`src/rtl/rst_seq_pkg.sv`:
```
// Shared types and width helpers for the reset sequencer.
package rst_seq_pkg;

   typedef enum logic [2:0] {
      S_HOLD,
      S_WAIT_ACK,
      S_GAP,
      S_DONE,
      S_ERROR
   } rst_seq_state_e;

   function automatic int ch_w(input int n);
      return (n > 1) ? $clog2(n) : 1;
   endfunction

   function automatic int cnt_w(input int h, input int g, input int t);
      int m;
      m = h;
      if (g > m) m = g;
      if (t > m) m = t;
      return (m > 0) ? $clog2(m + 1) : 1;
   endfunction

endpackage

```
`src/rtl/cyc_cnt.sv`:
```
// Loadable saturating down-counter shared by the hold, gap and timeout phases.
module cyc_cnt #(
   parameter int W = 4
) (
   input  logic         clk_,
   input  logic         clr,
   input  logic         load,
   input  logic [W-1:0] load_val,
   input  logic         dec,
   output logic [W-1:0] value,
   output logic         zero
);

   always_ff @(posedge clk_) begin
      if (clr)
         value <= '0;
      else if (load)
         value <= load_val;
      else if (dec && (value != '0))
         value <= value - 1'b1;
   end

   assign zero = (value == '0);

endmodule

```
`src/rtl/rst_sequencer.sv`:
```
// Releases N_CH reset domains one at a time after a hold period, waiting for
// each channel's ready acknowledge (with timeout) plus a gap between stages.
module rst_sequencer
   import rst_seq_pkg::*;
#(
   parameter int N_CH        = 4,
   parameter int HOLD_CYCLES = 5,
   parameter int STAGE_GAP   = 5,
   parameter int ACK_TIMEOUT = 1000,
   localparam int CH_W       = ch_w(N_CH)
) (
   input  logic            clk_,
   input  logic            rst,
   input  logic            sw_rst_req,
   input  logic [N_CH-1:0] ch_ready,
   output logic [N_CH-1:0] ch_rst,
   output logic            seq_done,
   output logic            timeout_err,
   output logic [CH_W-1:0] timeout_ch
);

   localparam int CNT_W = cnt_w(HOLD_CYCLES, STAGE_GAP, ACK_TIMEOUT);
   localparam logic [CH_W-1:0]  LAST    = CH_W'(N_CH - 1);
   localparam logic [CNT_W-1:0] HOLD_LD = CNT_W'((HOLD_CYCLES > 1) ? HOLD_CYCLES - 2 : 0);
   localparam logic [CNT_W-1:0] GAP_LD  = CNT_W'(STAGE_GAP);
   localparam logic [CNT_W-1:0] ACK_LD  = CNT_W'((ACK_TIMEOUT > 0) ? ACK_TIMEOUT - 1 : 0);

   rst_seq_state_e  state, state_n;
   logic [CH_W-1:0] k, k_n;
   logic [N_CH-1:0] ch_rst_n;
   logic            armed, armed_n;
   logic            cnt_load, cnt_dec, cnt_zero;
   logic [CNT_W-1:0] cnt_val, cnt_value;
   logic            err_set, rel;

   cyc_cnt #(.W(CNT_W)) u_cnt (
      .clk_     (clk_),
      .clr      (rst | sw_rst_req),
      .load     (cnt_load),
      .load_val (cnt_val),
      .dec      (cnt_dec),
      .value    (cnt_value),
      .zero     (cnt_zero)
   );

   always_comb begin
      state_n  = state;
      k_n      = k;
      ch_rst_n = ch_rst;
      armed_n  = armed;
      cnt_load = 1'b0;
      cnt_val  = '0;
      cnt_dec  = 1'b0;
      err_set  = 1'b0;
      rel      = 1'b0;
      case (state)
         // The counter comes out of reset at zero, so the first hold cycle arms it.
         S_HOLD: begin
            if (!armed && (HOLD_CYCLES > 1)) begin
               cnt_load = 1'b1;
               cnt_val  = HOLD_LD;
               armed_n  = 1'b1;
            end else if (!armed || (cnt_value == '0)) begin
               rel = 1'b1;
            end else begin
               cnt_dec = 1'b1;
            end
         end
         S_WAIT_ACK: begin
            if (ch_ready[k]) begin
               if (k == LAST) begin
                  state_n = S_DONE;
               end else begin
                  state_n  = S_GAP;
                  cnt_load = 1'b1;
                  cnt_val  = GAP_LD;
               end
            end else if (cnt_zero) begin
               state_n = S_ERROR;
               err_set = 1'b1;
            end else begin
               cnt_dec = 1'b1;
            end
         end
         S_GAP: begin
            if (cnt_zero) begin
               k_n = k + CH_W'(1);
               rel = 1'b1;
            end else begin
               cnt_dec = 1'b1;
            end
         end
         default: ;
      endcase

      // Without an acknowledge wait, the release edge itself counts as the acknowledge.
      if (rel) begin
         ch_rst_n[k_n] = 1'b0;
         if (ACK_TIMEOUT == 0) begin
            if (k_n == LAST) begin
               state_n = S_DONE;
            end else begin
               state_n  = S_GAP;
               cnt_load = 1'b1;
               cnt_val  = GAP_LD;
            end
         end else begin
            state_n  = S_WAIT_ACK;
            cnt_load = 1'b1;
            cnt_val  = ACK_LD;
         end
      end
   end

   always_ff @(posedge clk_) begin
      if (rst || sw_rst_req) begin
         state       <= S_HOLD;
         k           <= '0;
         armed       <= 1'b0;
         ch_rst      <= '1;
         seq_done    <= 1'b0;
         timeout_err <= 1'b0;
         timeout_ch  <= '0;
      end else begin
         state  <= state_n;
         k      <= k_n;
         armed  <= armed_n;
         ch_rst <= ch_rst_n;
         if (state == S_DONE)
            seq_done <= 1'b1;
         if (err_set) begin
            timeout_err <= 1'b1;
            timeout_ch  <= k;
         end
      end
   end

endmodule
```
`config.mk`:
```
export PLATFORM = sky130hd
export DESIGN_NAME = rst_sequencer
export DESIGN_NICKNAME = d
export VERILOG_FILES = /design/src/rtl/rst_seq_pkg.sv /design/src/rtl/cyc_cnt.sv /design/src/rtl/rst_sequencer.sv
export SDC_FILE = /design/constraint.sdc
export NUM_CORES = 1
export LEC_CHECK = 0
export BUFFER_PORTS_ARGS = -buffer_cell sky130_fd_sc_hd__buf_2
export CELL_PAD_IN_SITES_DETAIL_PLACEMENT = 1
export CELL_PAD_IN_SITES_GLOBAL_PLACEMENT = 1
export CORE_UTILIZATION = 40
export CTS_BUF_LIST = sky130_fd_sc_hd__clkbuf_8
export DETAILED_ROUTE_END_ITERATION = 8
export PLACE_DENSITY = 0.83
export SYNTH_ARGS = -nofsm -noshare
export SYNTH_HDL_FRONTEND = slang
export SYNTH_SLANG_ARGS = --single-unit
```
`constraint.sdc`:
```
create_clock -name clk_ -period 1.95 [get_ports clk_]
set_input_delay 0.39 -clock clk_ [delete_from_list [all_inputs] [get_ports clk_]]
set_output_delay 0.39 -clock clk_ [all_outputs]
set_load 0.01 [all_outputs]
```
==> flow_summary.toml <==
[worst_setup_path]
crit_fanout = 3
startpoint_type = "register"
r2r_start = "u_cnt.value[0]$_SDFFE_PP0P_"
cp.arrival_ns = 2.22
max_stage_delay_ns = 0.54
path_common_cell = "or4_4"
crit_chain = "or4_4, or4_4, o32ai_1, a21oi_1, a211oi_1"
crit_slowest_cell = "or4_4"
reg2reg_depth = 5
startpoint = "u_cnt.value[0]$_SDFFE_PP0P_"
reg2reg_slack_ns = -0.08
worstSetupEndpoint = "u_cnt.value[9]$_SDFFE_PP0P_"
critPathRequiredTime_ns = 2.14
worstSetupEndpointType = "register"
reg2reg_to = "u_cnt.value[9]$_SDFFE_PP0P_"
worstSetupPathType = "reg -> reg"

[status]
status = "finished with violations"
violations = "negative setup slack"

[cells_and_area]
num-nets-final = 201
syn2layout_area_growth_pct = 40.7
layout_common_cells = "28 x buf_4, 23 x dfxtp_1, 22 x nor2_1"
antenna_cells = 0
multiInputGateArea_um2 = 816
fillers = 339
final_util_pct = 60.8
final_common_cell = "buf_4"
regArea_um2 = 482
drive_above_1_share_pct = 39.3
postLayoutCellArea_um2 = 1720

[clock_tree]
clock_latency_ns = 0.27
htreeDepth = 1
clkTransAtPathRegs_ns = 0.10
cts_tree = "yes"
cts_root_buf = "clkbuf_8"
hold_buffers = 0
cts_buffers = 3
cts.sinks = 24
clk_path_buf_depth = 2

[routing]
drt_pass1_iterations = 4
num_vias = 1371
drt_iter0_markers = 53
wl_um = 4500
avgViaCountPerCell = 6.18
wire_per_inst_um = 20.3
ant_nets = 0
drc = 0

[power_and_ir_drop]
power.leakage_uw = 0.000696
ir_drop_uv = 448
p_sw_share_pct = 31.0
power_density_nw_per_um2 = 724
p_comb_share_pct = 30.2
power_switching_uw = 386
seq_power_share_pct = 41.2
p_int_uw = 860
clkPwrFrac_pct = 28.6
power_uw = 1250

[synth]
syn-num-nets = 155
syn_area_um2 = 1220
yosysWarnings = 0
ys_seq_area_share_pct = 39.3
synth_edf_count = 0
synth_cell_types = 38
synth_seq_cells = 24
ys.flop_type = "dfxtp_1"
synth_area_per_cell_um2 = 8.37
synthArstFlopShare_pct = 0
synth_cells = 146

[grt]
gr-usage-all-layers_pct = 25.1
antenna_found_initial = 0
overflow = 0
met1_usage_pct = 30.6
grt_pass1_vias = 1344
grt_max_degree = 17
grt_first_pass_wirelength_um = 6310
use_met2_pct = 44.0
top_usage_layer = "met2"
grt_util_met3_pct = 3.17

[placed_design]
port_buffers = 14
placed_area_um2 = 1520
dp_hpwl_um = 2840
place_congestion = 0.882
post-place-ws_ns = -0.152

[floorplanning]
ios = 15
initial_core_util_pct = 43.2
die_area_um2 = 3280
core_area_um2 = 2830
fp.dieW_um = 57.3
placementRows = 19
fp.dieH_um = 57.3

[hold_path]
hold_path.class = "in -> reg"

[sta]
grt_setup_unrepaired = "true"
fmaxAchievable_mhz = 492
slew_headroom_pct = 55.7
finalSetupViolations = 6
final-max-slew-violation-count = 0
min_period_ns = 2.03
tightestPinTransition_ns = 0.663
fin_crit_sh_pct = 104
clock_skew_ns = 0.00756
setup_tns_ns = -0.314
finalWorstSetupSlack_ns = -0.0826
hold_violations = 0

[run]
drv_cap = 0
sequential cells by signal, indices dropped and copies added, names as in the netlist:
signal       flops
armed            1
ch_rst           4
k                2
seq_done         1
state            3
timeout_ch       2
timeout_err      1
u_cnt.value     10
worst max-delay path: cells and delay by family (launching register included):
family	cells	cell delay (ns)
compound gates	3	0.62
flops	1	0.34
simple gates	2	0.99
Yosys cell counts, types with 2 or more instances:
cell | count | area share [%]
inv_1 | 4 | 1.2
or2_2 | 2 | 1.0
nor4_1 | 2 | 1.0
dfxtp_1 | 24 | 39
ha_1 | 2 | 2.0
a31oi_1 | 4 | 2.0
xor2_1 | 2 | 1.4
nand3_1 | 7 | 2.9
mux2i_1 | 3 | 2.5
nor3_1 | 11 | 4.5
nor2_1 | 23 | 7.1
nor3b_1 | 4 | 2.5
xnor2_1 | 2 | 1.4
o21ai_0 | 11 | 4.5
nand3b_1 | 2 | 1.2
clkbuf_1 | 4 | 1.2
nand2_1 | 9 | 2.8
and3_1 | 2 | 1.0
a21oi_1 | 8 | 3.3
or3b_1 | 2 | 1.4
logic make-up after synthesis:
family                     synth area share, %
muxes                                     4.30
adders and majority gates                 2.05
xor gates and xnor gates                  2.87
DFF                                       39.3
and+or+nand+nor                           29.2
AOI/OAI and AO/OA                         19.9
buffers and inverters                     2.46
metal layers:
layer  part of all wire, %  up-vias
met1                    42      679
li1                      -      627
met3                   5.3       17
met5                     0        -
met2                    50       48
met4                   2.9        0
layout make-up:
type | count | area share (%)
Multi-Input combinational cell | 114 | 47.4
Timing Repair Buffer | 45 | 18.3
Clock buffer | 4 | 3.20
Sequential cell | 24 | 28.0
Tap cell | 31 | 2.25
Inverter | 4 | 0.873
metrics by stage:
| stage | instances | hold WS [ns] |
|---|---|---|
| 2_1_floorplan | 146 | 0.439 |
| 3_3_place_gp | 214 | 0.443 |
| 3_5_place_dp | 214 | 0.452 |
| 4_1_cts | 219 | 0.422 |
| 5_1_grt | 222 | 0.458 |
| 6_report | 222 | 0.451 |
worst min-delay path by stage:
| stage | start | endpoint | slack [ns] | cells after the start |
|---|---|---|---|---|
| 2_1_floorplan | u_cnt.value[9]$_SDFFE_PP0P_ | u_cnt.value[9]$_SDFFE_PP0P_ | 0.44 | 1 |
| 3_3_place_gp | timeout_err$_SDFFE_PP0P_ | timeout_err$_SDFFE_PP0P_ | 0.44 | 2 |
| 3_5_place_dp | ch_rst[2]$_SDFFE_PP1P_ | ch_rst[2]$_SDFFE_PP1P_ | 0.45 | 2 |
| 4_1_cts | rst | ch_rst[3]$_SDFFE_PP1P_ | 0.42 | 3 |
| 5_1_grt | rst | ch_rst[3]$_SDFFE_PP1P_ | 0.46 | 3 |
| 6_report | rst | ch_rst[3]$_SDFFE_PP1P_ | 0.45 | 3 |
power by group through the flow:
stage / Sequential, uW / Combinational (uW) / Clock, uW
floorplan: 523 / 158 / 0
global placement: 522 / 279 / 0
detailed placement: 523 / 295 / 0
CTS: 512 / 309 / 353
global route: 515 / 397 / 377
finish: 514 / 376 / 356
repair_timing:
| action | CTS | global route |
|---|---|---|
| pin swaps | 5 | 11 |
| gates resized for setup | 7 | 19 |
| endpoints found under the setup margin | 9 | 12 |
| hold endpoints to repair | 0 | 0 |
| buffers inserted | 1 | 3 |
(Power assumes the default switching activity.)
